--- src/rtl/comb_decimator_seq.sv ---
// rtl/comb_decimator_seq.sv - word-serial decimating comb (differentiator) stage
//
// Purpose:
//   Takes multi-word samples presented LSB word first, keeps one sample out of
//   every `decimation`, and emits y[n] = x[n] - x[n-1] over the kept samples.
//   Precision beyond one word comes from a borrow passed from each word to the
//   next word of the same sample. The last borrow is dropped, so the result is
//   modulo 2^(word_length*latency), matching the upstream integrator.
//
// Ports:
//   clock        in   system clock, rising edge
//   reset        in   synchronous active-high reset
//   data_in      in   sample word, LSB word first
//   LSB_flag     in   marks the first (least-significant) word of a sample
//   hold         in   stall: input ignored, no state advances
//   data_out     out  registered difference word
//   out_valid    out  data_out carries a new difference word
//   out_LSB_flag out  data_out is the LSB word of an output sample
//   frame_err    out  sticky framing-violation flag

module comb_decimator_seq #(
  parameter int word_length = 8,
  parameter int latency     = 4,
  parameter int decimation  = 2
) (
  input  logic                   clock,
  input  logic                   reset,
  input  logic [word_length-1:0] data_in,
  input  logic                   LSB_flag,
  input  logic                   hold,
  output logic [word_length-1:0] data_out,
  output logic                   out_valid,
  output logic                   out_LSB_flag,
  output logic                   frame_err
);

  localparam int CW = (latency > 1) ? $clog2(latency) : 1;
  localparam logic [CW-1:0] LAST_IDX = CW'(latency - 1);
  localparam logic [7:0]    DEC_LAST = 8'(decimation - 1);

  logic [word_length-1:0] data_out_q, data_out_d;
  logic                   out_valid_q, out_valid_d;
  logic                   out_lsb_q, out_lsb_d;
  logic                   frame_err_q, frame_err_d;
  logic [CW-1:0]          word_cnt_q, word_cnt_d;
  logic [7:0]             dec_cnt_q, dec_cnt_d;
  logic                   borrow_q, borrow_d;
  // First advance after reset: an LSB word there is not a framing error.
  logic                   first_q, first_d;
  // Keep decision latched at the LSB word, applied to the remaining words.
  logic                   keep_q, keep_d;
  logic [word_length-1:0] prev_q [latency];
  logic [word_length-1:0] prev_d [latency];

  logic [CW-1:0]          idx;
  logic                   keep_now;
  logic                   b_in;
  logic [word_length:0]   sub;

  always_comb begin
    // Word index for this advance; saturates when the LSB marker goes missing.
    if (LSB_flag) begin
      idx = '0;
    end else if (word_cnt_q == LAST_IDX) begin
      idx = LAST_IDX;
    end else begin
      idx = word_cnt_q + CW'(1);
    end

    keep_now = (idx == '0) ? (dec_cnt_q == 8'd0) : keep_q;
    b_in     = (idx == '0) ? 1'b0 : borrow_q;
    // One extra bit on top catches the borrow out of this word.
    sub      = {1'b0, data_in} - {1'b0, prev_q[idx]} - {{word_length{1'b0}}, b_in};

    data_out_d  = data_out_q;
    out_valid_d = 1'b0;
    out_lsb_d   = 1'b0;
    frame_err_d = frame_err_q;
    word_cnt_d  = word_cnt_q;
    dec_cnt_d   = dec_cnt_q;
    borrow_d    = borrow_q;
    first_d     = first_q;
    keep_d      = keep_q;
    prev_d      = prev_q;

    if (!hold) begin
      word_cnt_d = idx;
      first_d    = 1'b0;
      keep_d     = keep_now;

      if ((LSB_flag && (word_cnt_q != LAST_IDX) && !first_q) ||
          (!LSB_flag && (word_cnt_q == LAST_IDX))) begin
        frame_err_d = 1'b1;
      end

      if (idx == LAST_IDX) begin
        dec_cnt_d = (dec_cnt_q >= DEC_LAST) ? 8'd0 : dec_cnt_q + 8'd1;
      end

      if (keep_now) begin
        data_out_d   = sub[word_length-1:0];
        out_valid_d  = 1'b1;
        out_lsb_d    = (idx == '0);
        borrow_d     = sub[word_length];
        prev_d[idx]  = data_in;
      end
    end
  end

  always_ff @(posedge clock) begin
    if (reset) begin
      data_out_q  <= '0;
      out_valid_q <= 1'b0;
      out_lsb_q   <= 1'b0;
      frame_err_q <= 1'b0;
      word_cnt_q  <= '0;
      dec_cnt_q   <= 8'd0;
      borrow_q    <= 1'b0;
      first_q     <= 1'b1;
      // A partial sample after reset is discarded until the next LSB word.
      keep_q      <= 1'b0;
      prev_q      <= '{default: '0};
    end else begin
      data_out_q  <= data_out_d;
      out_valid_q <= out_valid_d;
      out_lsb_q   <= out_lsb_d;
      frame_err_q <= frame_err_d;
      word_cnt_q  <= word_cnt_d;
      dec_cnt_q   <= dec_cnt_d;
      borrow_q    <= borrow_d;
      first_q     <= first_d;
      keep_q      <= keep_d;
      prev_q      <= prev_d;
    end
  end

  assign data_out     = data_out_q;
  assign out_valid    = out_valid_q;
  assign out_LSB_flag = out_lsb_q;
  assign frame_err    = frame_err_q;

endmodule
--- config.mk ---
export PLATFORM = sky130hd
export DESIGN_NAME = comb_decimator_seq
export DESIGN_NICKNAME = d
export VERILOG_FILES = /design/src/rtl/comb_decimator_seq.sv
export SDC_FILE = /design/constraint.sdc
export NUM_CORES = 1
export LEC_CHECK = 0
export CORE_MARGIN = 2
export CORE_UTILIZATION = 65
export CTS_BUF_LIST = sky130_fd_sc_hd__clkbuf_2 sky130_fd_sc_hd__clkbuf_4 sky130_fd_sc_hd__clkbuf_8
export CTS_CLUSTER_DIAMETER = 120
export CTS_CLUSTER_SIZE = 30
export DETAILED_ROUTE_END_ITERATION = 10
export PLACE_DENSITY_LB_ADDON = 0.25
export SLEW_MARGIN = 20
export SYNTH_ARGS = -nofsm -noshare
export SYNTH_HDL_FRONTEND = slang
export SYNTH_SLANG_ARGS = --single-unit
--- constraint.sdc ---
create_clock -name clock -period 8.75 [get_ports clock]
set_input_delay 1.75 -clock clock [delete_from_list [all_inputs] [get_ports clock]]
set_output_delay 1.75 -clock clock [all_outputs]
set_load 0.005 [all_outputs]
# After elaboration in Yosys (flattened, before gate mapping)

Index checks and enable logic that the tools add are counted.

Register bits: 56
Input bits: 12

Eq/ne operators: 3
Add/subtract/negate cells: 4
$lt $le $gt $ge: 3
Multiplexer cells: 12
Reduce and logical (&&, ||, !) cells: 14
Bitwise gates (word level): 3

Operator list:

| operator            | count |
|---|---|
| $bwmux 32           | 1 |
| $mux 8              | 4 |
| $bmux 8 s2          | 1 |
| $demux 8 s2         | 1 |
| $sub 8x8->9         | 1 |
| $sub 9x1->9         | 1 |
| $add 8x1->8 const B | 1 |
| $ge 8x1->1 const B  | 1 |
| $logic_not 8->1     | 1 |
| $reduce_and 2->1    | 3 |
| $eq 2x2->1 const B  | 2 |
| $logic_and 1x1->1   | 4 |
| $mux 2              | 2 |
| $ge 3x3->1 const B  | 1 |
| $lt 3x1->1 const B  | 1 |
| $mux 1              | 3 |
| $not 2->3           | 1 |
| $reduce_or 3->1     | 1 |
| $add 2x1->2 const B | 1 |
| $logic_not 1->1     | 2 |
| $logic_not 2->1     | 1 |
| $ne 2x2->1 const B  | 1 |
| $not 1->1           | 2 |
| $reduce_or 2->1     | 1 |
| $logic_or 1x1->1    | 1 |

# Longest topological paths before layout

Gate-level depths: netlist (run 1).

Depth after elaboration: 9
Gate-level depth with buffers: 13
Mapped depth without buffers: 11

# Worst setup path after synthesis (run 1)

OpenSTA, ideal clock, no wires.

Path type: input to register
Start: in LSB_flag
End: reg data_out_q[7] (netlist: data_out[7])
Path slack: 4506 ps
Path buffers: 2
Stages: 9
Library setup time: 127 ps
Arrival time: 4117 ps
Path through: clkbuf_1 buf_1 o21ai_0 fa_1 ha_1 o21ai_0 a2111oi_0 nor4_1 or3b_1

Cells in the longest elaborated chain, start to end: 7
Elaborated cells on any way between the ends: 11

RTL lines:

| what                                      | RTL line | RTL |
|---|---|---|
| start, declared                           | 29       | `input logic LSB_flag,` |
| $mux 2 (*)                                | 62       | `if (LSB_flag) begin` |
| $not 2->3 (not written as such)           | 73       | `sub = {1'b0, data_in} - {1'b0, prev_q[idx]} - {{word_length{1'b0}}, b_in};` |
| $bmux 8 s2                                | 73       |  |
| $mux 8 (not written as such) (2 in a row) | 73       |  |
| $sub 8x8->9                               | 73       |  |
| $sub 9x1->9                               | 73       |  |
| end signal, assigned                      | 124      | `data_out_q <= data_out_d;` |
| end, declared                             | 41       | `logic [word_length-1:0] data_out_q, data_out_d;` |

Mark *: on every way between the ends. The rest lies on a longest branch, timed or not. The select of a mux whose other input is x is not followed.
A chain may end at the register's enable or synchronous reset.

# Worst setup path in the final report (run 1)

Ends and elaborated chain as after synthesis.

==> results.toml, run 1 <==
[timing]
final.setup_skew_ns = 0.004449
final_critical_path_setup_slack_ns = 3.852
period_minus_slack_ns = 4.898
max_slew_margin = 0.4602
unrepaired_setup_endpoints_after_global_routing = "false"
finalHoldWorstSlack_ns = 0.4681
timing.final.crit_share = 0.5598
timing_worst_slew_pin_value_ns = 0.8072
fin_tns_setup_ns = 0
report.final.slew_viol_count = 0
setup_violations = 0
hold_violations = 0
achievable-frequency_ghz = 0.2041

[cts]
ctsRootBufferMaster = "clkbuf_8"
clk_transition_reported_paths_ns = 0.09
cts_max_path_buffers = 2
cts_hold_buffers = 0
cts_repair_resize_count = 0
cts_tree = "done"
tritoncts.num_buffers = 5
source_to_sink_clock_delay_at_the_later_pin_of_the_worst_skew_pair_ns = 0.31
cts.repair_timing.setup_buffer_count = 0
cts_htree_levels = 2
clkSinkCount = 56

[global_route]
grt_pass1_wl_mm = 9.991
grt_pass1_vias = 2180
track_usage = 0.2521
global_route.overflow_total = 0
number_of_antenna_violations_at_the_first_check_in_global_routing = 0
grt_start_max_net_pins = 47

[synth]
synth-seq-cells = 56
synth-simple-area-share = 0.1902
net_count_of_the_mapped_netlist = 368
synth-seq-area-share = 0.3926
post_synth_mux_area_share = 0.1122
top_area_cell_type_share_of_the_netlist_area = 0.3926
ys.warnings.count = 0
synthesis.area_per_instance_um2 = 8.473
yosys.area.top_type = "dfxtp_1"
synth_top_family_by_area = "simple AND/OR/NAND/NOR gates"
ys_async_rst_share = 0
synth_compound_area_frac = 0.1398
biggest_area_contributors_in_the_synthesized_netlist = "dfxtp_1 39%, mux2i_1 11%, ha_1 7.4%"
post_synth_inst_count = 337
synth_adder_area_share = 0.08852
synthXorXnorAreaFrac = 0.01840
number_of_enable_type_register_cells_in_the_synthesized_netlist = 0
synth_top_flop_cell = "dfxtp_1"
number_of_distinct_library_cells_after_synthesis = 45
netlist_area_mm2 = 0.002855

[power]
power_frac_comb = 0.141
netSwitchingFraction = 0.2432
vdd.ir_drop.worst_mv = 0.1142
powerDensity_mw_per_mm2 = 163.6
total_leakage_power_uw = 0.001447
net-switching-power_uw = 127.8
seq_power_share = 0.512
power.share.clock = 0.347
intPower_uw = 397.7

[worst_setup_path]
worst_r2r_path_depth = 10
worst_setup_path_start_kind = "input pin"
crit_required_ns = 8.95
crit_type = "in -> reg"
worstReg2RegStart = "word_cnt_q[0]"
critPathLaunch = "LSB_flag"
timing.rr.end = "data_out[7]"
r2r_slack_ns = 5.09
worst-path-max-fanout = 25
crit_path_end_kind = "flop"
worst_ep_arrival_time_ns = 5.10

[placed_design]
post-dp-hpwl_mm = 4.082
numPortBuffers = 22
place.gp.congestion = 0.8589
detailedPlace.worstSlack_ns = 3.709

[finish]
most_frequent_cells_in_the_layout = "56 x dfxtp_1, 47 x nor2_1, 33 x nand2_1"
area_growth_pct = 12.53
finalNetCount = 383
antenna_cells_inserted = 0
final_layout_size_suffix_gt1_frac = 0.04249
most_common_cell_after_layout_fill_and_taps_aside = "dfxtp_1"
final_util = 0.7483

[detailed_routing]
wire_per_inst_um = 14.67
detail-route-antenna-nets = 0
vias_per_cell = 5.881
vias = 2382
dr.pass1.iters = 4
route.final.wire_length_mm = 5.942
drt_iter0_drc = 157
route.detailed.drc = 0

[min_path]
hp-start = "prev_q[1]"
holdPathStages = 2
timing.hold.worst_endpoint = "prev_q[1]"
worstHoldPathType = "reg -> reg"

[floorplanning]
die-height_um = 70.28
die_w_um = 70.28
ios = 23
std_cell_rows = 24
design.core.area_mm2 = 0.004294
start_util = 0.6649
fp.dieArea_mm2 = 0.004939

[job]
timing.max_cap.violations = 0

[outcome]
status = "finished clean"
-- state kept, by name, summed over array words and instances (netlist names) --
register,count
prev_q,32
dec_cnt_q,8
borrow_q,1
frame_err,1
out_valid,1
keep_q,1
data_out,8
first_q,1
word_cnt_q,2
out_LSB_flag,1
-- synthesized netlist by cell type, drive strengths merged, types with 6 or more instances --
cell / instances
a21oi: 30
clkbuf: 10
dfxtp: 56
ha: 17
inv: 27
mux2i: 32
nand2: 33
nand3: 6
nor2: 47
o21ai: 14
xnor2: 6
-- stage by stage --
step           instances  power (uW)  cell area [um^2]
2_1_floorplan        337       320.4              2855
3_3_place_gp         397       345.0              3087
3_5_place_dp         397       347.5              3087
4_1_cts              405       526.8              3213
5_1_grt              405       547.1              3213
6_report             405       525.6              3213
-- cell type report --
cell class	instances	area [um^2]
timing repair buffer	23	227.7
sequential	56	1121
multi-input combinational	238	1568
clock inverter	1	30.03
inverter	28	105.1
fill	346	1081
clock buffer	7	96.34
tap	52	65.06
-- power groups by stage --
stage / logic, uW / clock network (uW) / registers, uW
global route: 81.7 / 195 / 270
floorplan: 48.5 / 0 / 272
CTS: 73.6 / 184 / 269
global placement: 70.7 / 0 / 274
detailed placement: 72.8 / 0 / 275
finish: 74.2 / 182 / 269
-- cell families (layout without fill, tap and decap cells) --
logic type	Yosys count	in the layout
XOR/XNOR	6	6
flip-flops	56	56
AND/OR/NAND/NOR	114	114
buffers and inverters	43	59
adder cells (fa/ha/maj)	19	19
AO/OA/AOI/OAI	67	67
multiplexers	32	32
-- worst max-delay path by stage --
stage,endpoint,slack (ns),depth (start not counted)
2_1_floorplan,data_out[7],4.51,9
3_3_place_gp,data_out[7],3.86,8
3_5_place_dp,data_out[7],3.71,8
4_1_cts,data_out[7],3.96,8
5_1_grt,data_out[7],3.73,8
6_report,data_out[7],3.85,8
-- metal layers --
layer	vias up	share of wire	global-route usage
met4	0	0.013	0.08547
li1	1178	-	-
met2	58	0.47	0.3878
met3	10	0.035	0.04906
met5	-	0	0
met1	1136	0.48	0.3552
-- critical path, stage by stage --
cell and delay (ns):
clkdlybuf4s50_1 0.99, o21ai_0 0.27, fa_1 0.58, ha_1 0.15, o21ai_0 0.18, a2111oi_0 0.69, nor4_1 0.11, or3b_1 0.36
Power figures use the tool's default switching activity.
==> inputs of run 2 (changes only) <==
--- a/config.mk
+++ b/config.mk
@@ -6,7 +6,7 @@
 export NUM_CORES = 1
 export LEC_CHECK = 0
 export CORE_MARGIN = 2
-export CORE_UTILIZATION = 65
+export CORE_UTILIZATION = 60
 export CTS_BUF_LIST = sky130_fd_sc_hd__clkbuf_2 sky130_fd_sc_hd__clkbuf_4 sky130_fd_sc_hd__clkbuf_8
 export CTS_CLUSTER_DIAMETER = 120
 export CTS_CLUSTER_SIZE = 30
==> constraint.sdc (replaced) <==
create_clock -name clock -period 4.9 [get_ports clock]
set_input_delay 0.98 -clock clock [delete_from_list [all_inputs] [get_ports clock]]
set_output_delay 0.98 -clock clock [all_outputs]
set_load 0.005 [all_outputs]
==> run 2 against run 1 <==
  * Clock power up 34%
  * Cell count increased by 0.49%
  * Clock skew increased by 0.00057 ns
  * Critical endpoint unchanged
  * Largest cell class unchanged
  * Highest routed layer unchanged
  * Via count decreased by 0.88%
  * Power increased by 63%
==> results.toml, run 2 (same netlist as run 1, synthesis figures left out) <==
[placed_design]
post-dp-hpwl_mm = 4.298
placement.cell_area_mm2 = 0.003097
numPortBuffers = 22
place.gp.congestion = 0.8651

[detailed_routing]
vias = 2361
met3_layer_wire_length_in_the_routed_design_um = 197
met1Wirelength_mm = 2.698
wire_per_inst_um = 14.42
met2WireLength_mm = 2.895
uppermost_signal_routing_layer_after_detailed_routing = "met4"
vias_per_cell = 5.801
dr.pass1.iters = 4
detail-route-antenna-nets = 0
route.final.wire_length_mm = 5.867
route.detailed.drc = 0
drt_iter0_drc = 145

[global_route]
grt_pass1_wl_mm = 10.01
number_of_antenna_violations_at_the_first_check_in_global_routing = 0
grt_start_max_net_pins = 34
track_usage = 0.2390
global_route.overflow_total = 0
grt_pass1_vias = 2144

[min_path]
worstHoldPathType = "reg -> reg"

[job]
timing.max_cap.violations = 0

[worst_setup_path]
timing.critical_path.to = "data_out[7]"
worstReg2RegStart = "word_cnt_q[0]"
worst-path-max-fanout = 13
crit_required_ns = 5.10
critical_path.n_buffers_inverters = 2
crit_type = "in -> reg"
worst_ep_arrival_time_ns = 3.83
critPathLaunch = "LSB_flag"
timing.rr.end = "data_out[7]"
critical_path_s_slowest_cell = "clkdlybuf4s50_1"
critical_path_depth = 9
critical-path-top-delay-family = "compound AO/OA/AOI/OAI gates"
worst_setup_path_start_kind = "input pin"
timing.critical_path.slowest_cell_delay_ns = 0.72
crit_chain = "clkdlybuf4s50_1 > o21ai_0 > fa_1 > inv_1 > ha_1 > o21ai_0 > a2111oi_0 > nor4_1 > or3b_1"
crit_path_end_kind = "flop"
most_numerous_cell_on_the_critical_path = "o21ai_0"
r2r_slack_ns = 1.48
worst_r2r_path_depth = 11

[finish]
most_frequent_cells_in_the_layout = "56 x dfxtp_1, 47 x nor2_1, 33 x nand2_1"
most_common_cell_after_layout_fill_and_taps_aside = "dfxtp_1"
register_with_the_most_flip_flops = "prev_q"
fin_area_mm2 = 0.003178
antenna_cells_inserted = 0
finalNetCount = 384
area_growth_pct = 11.31
final_layout_size_suffix_gt1_frac = 0.04249
largest_register_ff_count = 32

[timing]
report.final.slew_viol_count = 0
hold_violations = 0
period_minus_slack_ns = 3.631
timing_worst_slew_pin_value_ns = 0.7840
achievable-frequency_ghz = 0.2754
timing.final.crit_share = 0.7411
unrepaired_setup_endpoints_after_global_routing = "false"
final.setup_skew_ns = 0.005016
fin_tns_setup_ns = 0
max_slew_margin = 0.4766
setup_violations = 0

[cts]
cts_hold_buffers = 0
cts_max_path_buffers = 2
clkSinkCount = 56
cts_htree_levels = 2
clk_transition_reported_paths_ns = 0.09
tritoncts.num_buffers = 5
cts.repair_timing.setup_buffer_count = 0
source_to_sink_clock_delay_at_the_later_pin_of_the_worst_skew_pair_ns = 0.30
ctsRootBufferMaster = "clkbuf_8"
cts_repair_resize_count = 0
cts_tree = "done"

[floorplanning]
die-height_um = 72.99
die_w_um = 72.99
design.core.area_mm2 = 0.004661
ios = 23
start_util = 0.6126
std_cell_rows = 25
fp.dieArea_mm2 = 0.005327

[outcome]
status = "finished clean"

[power]
seq_power_share = 0.561
net-switching-power_uw = 227.4
netSwitchingFraction = 0.2659
total_leakage_power_uw = 0.001427
power.share.clock = 0.284
power_frac_comb = 0.155
vdd.ir_drop.worst_mv = 0.1326
powerDensity_mw_per_mm2 = 269.1
intPower_uw = 627.9
==> run 2: cell count changes in the layout (fill, tap and decap cells not counted), sizes merged <==
| cell | delta |
|---|---|
| buf | +1 |
| bufinv | -1 |
| clkbuf | -2 |
| clkinv | +1 |
| clkinvlp | +1 |
==> run 2: worst register-to-register path, delay by kind of cell (launching register included) <==
family	cells	cell delay, ns
simple gates	3	0.52
compound gates	4	1.01
fa+ha+maj	2	0.66
mux	1	0.26
flops	1	0.78
buf+inv	1	0.09
==> run 2: how the worst min path moves through the flow <==
stage               startpoint         to  slack [ns]  cells after the start
finish               prev_q[7]  prev_q[7]        0.46                      2
global route         prev_q[7]  prev_q[7]        0.48                      2
CTS                    first_q    first_q        0.46                      2
detailed placement     first_q    first_q        0.44                      2
global placement       first_q    first_q        0.44                      2
floorplan              first_q    first_q        0.42                      2
==> run 2: final cells by class <==
| cell class | instances | area (um^2) |
|---|---|---|
| clock buffers | 5 | 68.82 |
| repair buffers | 24 | 235.2 |
| well taps | 54 | 67.56 |
| fillers | 380 | 1483 |
| clock inverters | 2 | 12.51 |
| multi-input cells | 238 | 1568 |
| flip-flops and latches | 56 | 1121 |
| inverters | 28 | 105.1 |
==> run 2: routing by layer <==
metal  global-route usage  vias up
met2               0.3904       43
met3              0.04006        7
met4              0.06996        0
met5                    0        -
met1               0.3247     1133
li1                     -     1178
==> run 2: power by group through the flow <==
stage	Sequential [uW]	Combinational (uW)	Clock [uW]
floorplan	486	86.5	0
global placement	490	127	0
detailed placement	490	131	0
CTS	480	132	249
global route	482	148	269
finish	480	132	243
==> run 2: metrics by stage <==
step / hold WS, ns / total power (uW) / utilization / setup slack (ns) / std cells
6_report: 0.4629 / 855.3 / 0.6819 / 1.269 / 407
3_3_place_gp: 0.4376 / 616.5 / 0.6644 / 1.073 / 400
3_5_place_dp: 0.4399 / 621.8 / 0.6644 / 0.9665 / 400
5_1_grt: 0.4761 / 898.1 / 0.6819 / 1.089 / 407
2_1_floorplan: 0.4184 / 572.2 / - / 1.426 / 337
4_1_cts: 0.4601 / 860.9 / 0.6819 / 1.281 / 407
